$ cat src/rtl/prot_err_pkg.sv
// Shared definitions for the AFU TX protocol error capture block.
// Holds the error-bit positions reported by the protocol checker,
// the number of error sources and the capture FSM state type.
package prot_err_pkg;

    localparam int MALFORMED_TLP = 0;
    localparam int MAX_PAYLOAD   = 1;
    localparam int MAX_RD_REQ    = 2;
    localparam int MWR_INSUFF    = 3;
    localparam int MWR_OVERRUN   = 4;
    localparam int MMIO_INSUFF   = 5;
    localparam int MMIO_OVERRUN  = 6;
    localparam int MAX_TAG       = 7;
    localparam int MMIO_RD_RST   = 8;
    localparam int MMIO_WR_RST   = 9;

    localparam int NUM_PROT_ERR  = 10;

    typedef enum logic [1:0] {
        ST_IDLE      = 2'd0,
        ST_INTR_PEND = 2'd1,
        ST_BLOCKED   = 2'd2
    } prot_err_state_e;

endpackage

$ cat src/rtl/prot_err_capture.sv
// Protocol error capture for the port TX path.
// Collects single-cycle error pulses from the TX protocol checker into a
// sticky status register, records the first error (bits, VF, timestamp),
// counts error cycles (saturating), blocks AFU traffic and raises an
// interrupt to the FME until software acknowledges and clears the status.
//
// Ports:
//   clk, rst          clock, asynchronous active-high reset
//   i_err_vec         error pulses from the protocol checker
//   i_vf_num          VF number accompanying the pulse (0 = PF)
//   i_err_mask        static mask, 1 = ignore that error bit
//   i_csr_clr_valid   CSR write strobe for write-1-to-clear
//   i_csr_clr_mask    bits to clear in the sticky status
//   i_intr_ack        interrupt acknowledge from the FME
//   o_err_sticky      sticky error status
//   o_first_err_vec   unmasked error bits of the first error cycle
//   o_first_vf_num    VF number of the first error
//   o_first_err_ts    timestamp of the first error
//   o_err_cnt         saturating count of error cycles
//   o_block_traffic   drop AFU TX traffic while set
//   o_intr_req        level interrupt request
//
// state        | meaning
// ST_IDLE      | no outstanding error, traffic flows
// ST_INTR_PEND | error captured, interrupt raised, traffic blocked
// ST_BLOCKED   | interrupt acknowledged, waiting for status to be cleared
module prot_err_capture
    import prot_err_pkg::*;
#(
    parameter int NUM_ERR = NUM_PROT_ERR,
    parameter int TS_W    = 32,
    parameter int CNT_W   = 16
) (
    input  logic               clk,
    input  logic               rst,
    input  logic [NUM_ERR-1:0] i_err_vec,
    input  logic [10:0]        i_vf_num,
    input  logic [NUM_ERR-1:0] i_err_mask,
    input  logic               i_csr_clr_valid,
    input  logic [NUM_ERR-1:0] i_csr_clr_mask,
    input  logic               i_intr_ack,
    output logic [NUM_ERR-1:0] o_err_sticky,
    output logic [NUM_ERR-1:0] o_first_err_vec,
    output logic [10:0]        o_first_vf_num,
    output logic [TS_W-1:0]    o_first_err_ts,
    output logic [CNT_W-1:0]   o_err_cnt,
    output logic               o_block_traffic,
    output logic               o_intr_req
);

    logic [NUM_ERR-1:0] w_eff_err;
    logic               w_err_event;
    logic [NUM_ERR-1:0] w_clr;
    logic [NUM_ERR-1:0] w_sticky_nxt;

    logic [TS_W-1:0]    r_ts;
    logic [NUM_ERR-1:0] r_err_sticky;
    logic [CNT_W-1:0]   r_err_cnt;
    logic [NUM_ERR-1:0] r_first_err_vec;
    logic [10:0]        r_first_vf_num;
    logic [TS_W-1:0]    r_first_err_ts;
    logic               r_block_traffic;
    logic               r_intr_req;
    prot_err_state_e    r_state;

    assign w_eff_err    = i_err_vec & ~i_err_mask;
    assign w_err_event  = |w_eff_err;
    assign w_clr        = i_csr_clr_valid ? i_csr_clr_mask : '0;
    // New errors are OR'd in after the clear, so a set wins over a clear.
    assign w_sticky_nxt = (r_err_sticky & ~w_clr) | w_eff_err;

    always_ff @(posedge clk or posedge rst) begin
        if (rst) begin
            r_ts         <= '0;
            r_err_sticky <= '0;
            r_err_cnt    <= '0;
        end else begin
            r_ts         <= r_ts + TS_W'(1);
            r_err_sticky <= w_sticky_nxt;
            if (w_err_event && (r_err_cnt != '1)) begin
                r_err_cnt <= r_err_cnt + CNT_W'(1);
            end
        end
    end

    always_ff @(posedge clk or posedge rst) begin
        if (rst) begin
            r_state         <= ST_IDLE;
            r_first_err_vec <= '0;
            r_first_vf_num  <= '0;
            r_first_err_ts  <= '0;
            r_block_traffic <= 1'b0;
            r_intr_req      <= 1'b0;
        end else begin
            case (r_state)
                ST_IDLE: begin
                    if (w_err_event) begin
                        r_first_err_vec <= w_eff_err;
                        r_first_vf_num  <= i_vf_num;
                        r_first_err_ts  <= r_ts;
                        r_block_traffic <= 1'b1;
                        r_intr_req      <= 1'b1;
                        r_state         <= ST_INTR_PEND;
                    end
                end
                ST_INTR_PEND: begin
                    if (i_intr_ack) begin
                        r_intr_req <= 1'b0;
                        r_state    <= ST_BLOCKED;
                    end
                end
                ST_BLOCKED: begin
                    // Leave only once software has cleared every sticky bit
                    // and nothing new arrived in the same cycle.
                    if ((w_sticky_nxt == '0) && !w_err_event) begin
                        r_first_err_vec <= '0;
                        r_first_vf_num  <= '0;
                        r_first_err_ts  <= '0;
                        r_block_traffic <= 1'b0;
                        r_state         <= ST_IDLE;
                    end
                end
                default: begin
                    r_block_traffic <= 1'b0;
                    r_intr_req      <= 1'b0;
                    r_state         <= ST_IDLE;
                end
            endcase
        end
    end

    assign o_err_sticky    = r_err_sticky;
    assign o_first_err_vec = r_first_err_vec;
    assign o_first_vf_num  = r_first_vf_num;
    assign o_first_err_ts  = r_first_err_ts;
    assign o_err_cnt       = r_err_cnt;
    assign o_block_traffic = r_block_traffic;
    assign o_intr_req      = r_intr_req;

endmodule

$ cat config.mk
export PLATFORM = sky130hd
export DESIGN_NAME = prot_err_capture
export DESIGN_NICKNAME = d
export VERILOG_FILES = /design/src/rtl/prot_err_pkg.sv /design/src/rtl/prot_err_capture.sv
export SDC_FILE = /design/constraint.sdc
export NUM_CORES = 1
export LEC_CHECK = 0
export BUFFER_PORTS_ARGS = -buffer_cell sky130_fd_sc_hd__buf_2
export CAP_MARGIN = 25
export CORE_ASPECT_RATIO = 1.75
export CORE_MARGIN = 2
export CORE_UTILIZATION = 53
export DETAILED_ROUTE_END_ITERATION = 6
export PLACE_DENSITY = 0.8
export SYNTH_ARGS = -nofsm -noshare
export SYNTH_HDL_FRONTEND = slang
export SYNTH_SLANG_ARGS = --single-unit
$ cat constraint.sdc
create_clock -name clk -period 3.65 [get_ports clk]
set_input_delay 0.365 -clock clk [delete_from_list [all_inputs] [get_ports clk]]
set_output_delay 0.365 -clock clk [all_outputs]
set_load 0.05 [all_outputs]
==> results.md <==
- Post-CTS resize count: 0
- Final Cell Area: 6290 um2
- Routed Antenna Nets: 0
- Final Slew Violations: 0
- Switching pwr: around 0.0020 W
- Commonest non-fill, non-tap cell in the layout: buf_2
- Clock Power Share: 0.303
- First-pass GRT wire length: 18900 um
- Core ar.: 9090 um2
- Share of cells above drive strength 1: 0.295
- Post-synth EDFFs: 0
- Max_cap viols: 0
- Synth Cell Area: 4980 um2
- Final worst-path cycle share: 0.694
- CP Capture Type: flip-flop
- Port-buffer cells: 125
- Cell Int Power: 0.00300 W
- DPL Wire Length: about 7600 um
- Synth Area per Inst: 11.5 um2
- CP Data Arrival Time: 2.78 ns
- Post-CTS Setup Repair Bufs: 0
- Gpl congestion: 0.843
- Post-synthesis sequential area ratio: 0.578
- Detailed Route WL: 11200 um
- Leak: 3.16 nW
- Reg2reg setup slack: 1.12 ns
- Die width: 77.3 um
- Hold crit path type: input pin to flip-flop
- Slowest cell on crit path: a2111oi_0
- Setup TNS: 0 ns
- Wirelength per Cell: ~16 um
- Worst vdd ir: about 0.46 mV
- Crit path largest cell delay: 0.56 ns
- Clock-pin slew on the worst setup and hold paths: 0.05 ns
- Fraction of registers with async set or reset after synthesis: 1.00
- Worst skew pair latency: 0.40 ns
- Grt total ovfl: 0
- Final nets: 619
- Starting density of the core: 0.548
- GRT Total Usage: 0.233
- Max clock buf depth: 2
- Comb pwr share: 0.356
- Final setup fails: 0
- CTS Root Cell: clkbuf_16
- Fillcell total: 719
- Post-route DRC violation count: 0
- CP Max Fanout: 53
- Most frequent cells in the layout: buf_2 (125), dfrtp_1 (115), nor2_1 (60)
- Yosys reg bits: 115
- CTS Buf Count: 17
- RSZ-0062 raised after global routing: false
- Final min period: about 2.5 ns
- Iter 0 DRT Violations: 169
- CTS tree: built
- Final hold viol count: 0
- Drt pass-1 iters: 4
- Via density: 5.39
- Worst Hold Launch: i_vf_num[9]
- Sw Ratio: 0.401
- Syn nets: 481
- # diodes: 0
- Via count: roughly 3.8k
- CTS H-tree depth: 4
- Vias in the first global route: 3997
- FF-to-FF path depth: 6
- Req. time, crit path: 3.90 ns
- Worst Hold End: o_first_vf_num[9]$_DFFE_PP0P_
- Die area: 10200 um2
- PD cells: 796 nW/um2
- Synth unique cells: 38
- Status: completed
- Worst-Margin Slew: 0.741 ns
- Hold Crit Depth: 3
- Storage cell area: roughly 2900 um2
- Area delta synth->final: 26.3%
- Largest net degree at the start of global routing: 54
- WS Path Type: flip-flop to flip-flop
- Multi-input gate area: 1970 um2
- Die H: approximately 130 um
- Initial antenna violation count: 0
- TritonCTS Sinks: 115
- Placed instance area: 5730 um2
- Slew headroom: 0.506
- IO Pins: 126
- Cells after Synth: 434
- Num rows: 46
- F_max: 0.395 GHz
- Cell chain of the critical path: a21boi_0 > a2111oi_0 > nand4_1 > nor4_4 > buf_4 > o21ai_0
- FF-to-FF Start: o_err_sticky[9]$_DFF_PP0_
- Sequential share of power: 0.341
- Worst Setup Start Kind: flip-flop
- Synth Flop Type: dfrtp_1
- Worst clock skew: between 0.006 and 0.007 ns
- FF-to-FF End: o_first_err_vec[6]$_DFFE_PP0P_
- YS warnings: 0
[layout make-up]
class,count,share of cell area
Multi-Input combinational cell,293,0.314
Timing Repair Buffer,135,0.111
Clock buffer,26,0.0793
Clock inverter,5,0.00795
Inverter,10,0.00636
Sequential cell,115,0.457
Tap cell,120,0.0239
[state kept, by name, indices dropped and copies added (netlist names)]
| signal | flops |
|---|---|
| o_block_traffic | 1 |
| o_intr_req | 1 |
| o_err_cnt | 16 |
| o_first_vf_num | 11 |
| o_first_err_vec | 10 |
| r_ts | 32 |
| r_state | 2 |
| o_first_err_ts | 32 |
| o_err_sticky | 10 |
[power by group through the flow]
stage                     combinational (W)  sequential, W  clock, W
after floorplan                    0.000612        0.00246         0
after global placement              0.00175        0.00170         0
after detailed placement            0.00178        0.00172         0
after CTS                           0.00180        0.00170   0.00154
after global routing                0.00188        0.00174   0.00161
final                               0.00178        0.00171   0.00152
[logic make-up (layout without fill, tap and decap cells)]
family          after synthesis  count (layout)  share of synthesized area
fa+ha+maj                     2               2                    0.00502
compound gates               32              32                     0.0447
buf+inv                      26             176                     0.0299
flops                       115             115                      0.578
xor+xnor                     45              45                     0.0791
mux                          49              49                     0.0987
simple gates                165             165                      0.165
[worst max path at each step]
stage                                          from                        endpoint  slack, ns  cells after the start
after detailed placement            i_csr_clr_valid  o_first_err_vec[6]$_DFFE_PP0P_       0.89                      7
after global routing      o_err_sticky[9]$_DFF_PP0_  o_first_err_vec[8]$_DFFE_PP0P_       0.84                      6
after global placement                 i_err_vec[5]  o_first_err_vec[7]$_DFFE_PP0P_       0.99                      7
after CTS                  o_err_cnt[0]$_DFFE_PP0P_        o_err_cnt[8]$_DFFE_PP0P_        1.0                      6
final                     o_err_sticky[9]$_DFF_PP0_  o_first_err_vec[6]$_DFFE_PP0P_       1.12                      6
after floorplan                                 rst     o_block_traffic$_DFFE_PP0P_       0.24                      1
[through the flow]
stage | hold WS, ns | cells | total power [W] | utilization | setup WS, ns
after floorplan | 0.445 | 434 | 0.00308 | - | 0.241
after global placement | 0.345 | 671 | 0.00345 | 0.630 | 0.986
after detailed placement | 0.346 | 671 | 0.00350 | 0.630 | 0.888
after CTS | 0.205 | 703 | 0.00504 | 0.691 | 0.999
after global routing | 0.225 | 704 | 0.00523 | 0.692 | 0.838
final | 0.226 | 704 | 0.00501 | 0.692 | 1.12
[critical path, delay by kind of cell (launching register included)]
kind / cells / cell delay [ns]
AO/OA/AOI/OAI: 3 / 0.88
AND/OR/NAND/NOR: 2 / 0.61
buffers and inverters: 1 / 0.52
flip-flops: 1 / 0.37
[per-layer routing]
layer  vias to the layer above  part of all wire  track usage
li1                       1779                 -            -
met4                         0             0.022        0.104
met1                      1878              0.38        0.263
met5                         -                 0            0
met3                        20             0.042       0.0500
met2                       115              0.56        0.416
[synthesized netlist by cell type (2+ instances only)]
master	instances	area share
buf_2	5	0.0050
nor3b_1	2	0.0030
o21a_1	2	0.0030
o22ai_1	2	0.0025
ha_1	2	0.0050
a21oi_1	3	0.0030
nand3_1	15	0.015
and4_1	4	0.0070
o21ai_0	8	0.0080
nor2b_1	10	0.013
nor4_1	9	0.011
mux2i_1	48	0.096
a2111oi_0	3	0.0053
dfrtp_1	115	0.58
nor2_1	60	0.045
inv_1	10	0.0075
a21o_1	4	0.0060
nand2_1	25	0.019
nor3_1	7	0.0070
or3_1	2	0.0025
a21boi_0	4	0.0060
and3_1	5	0.0063
xnor2_1	23	0.040
or2_2	6	0.0075
o21ai_2	2	0.0035
nand4_1	16	0.020
buf_6	6	0.014
xor2_1	22	0.039
clkbuf_1	5	0.0038
[repair_timing]
action / in CTS / in global routing
setup endpoints to repair: 0 / 0
hold buffers: 1 / 0
endpoints found under the hold margin: 24 / 0
(Power assumes the default switching activity.)
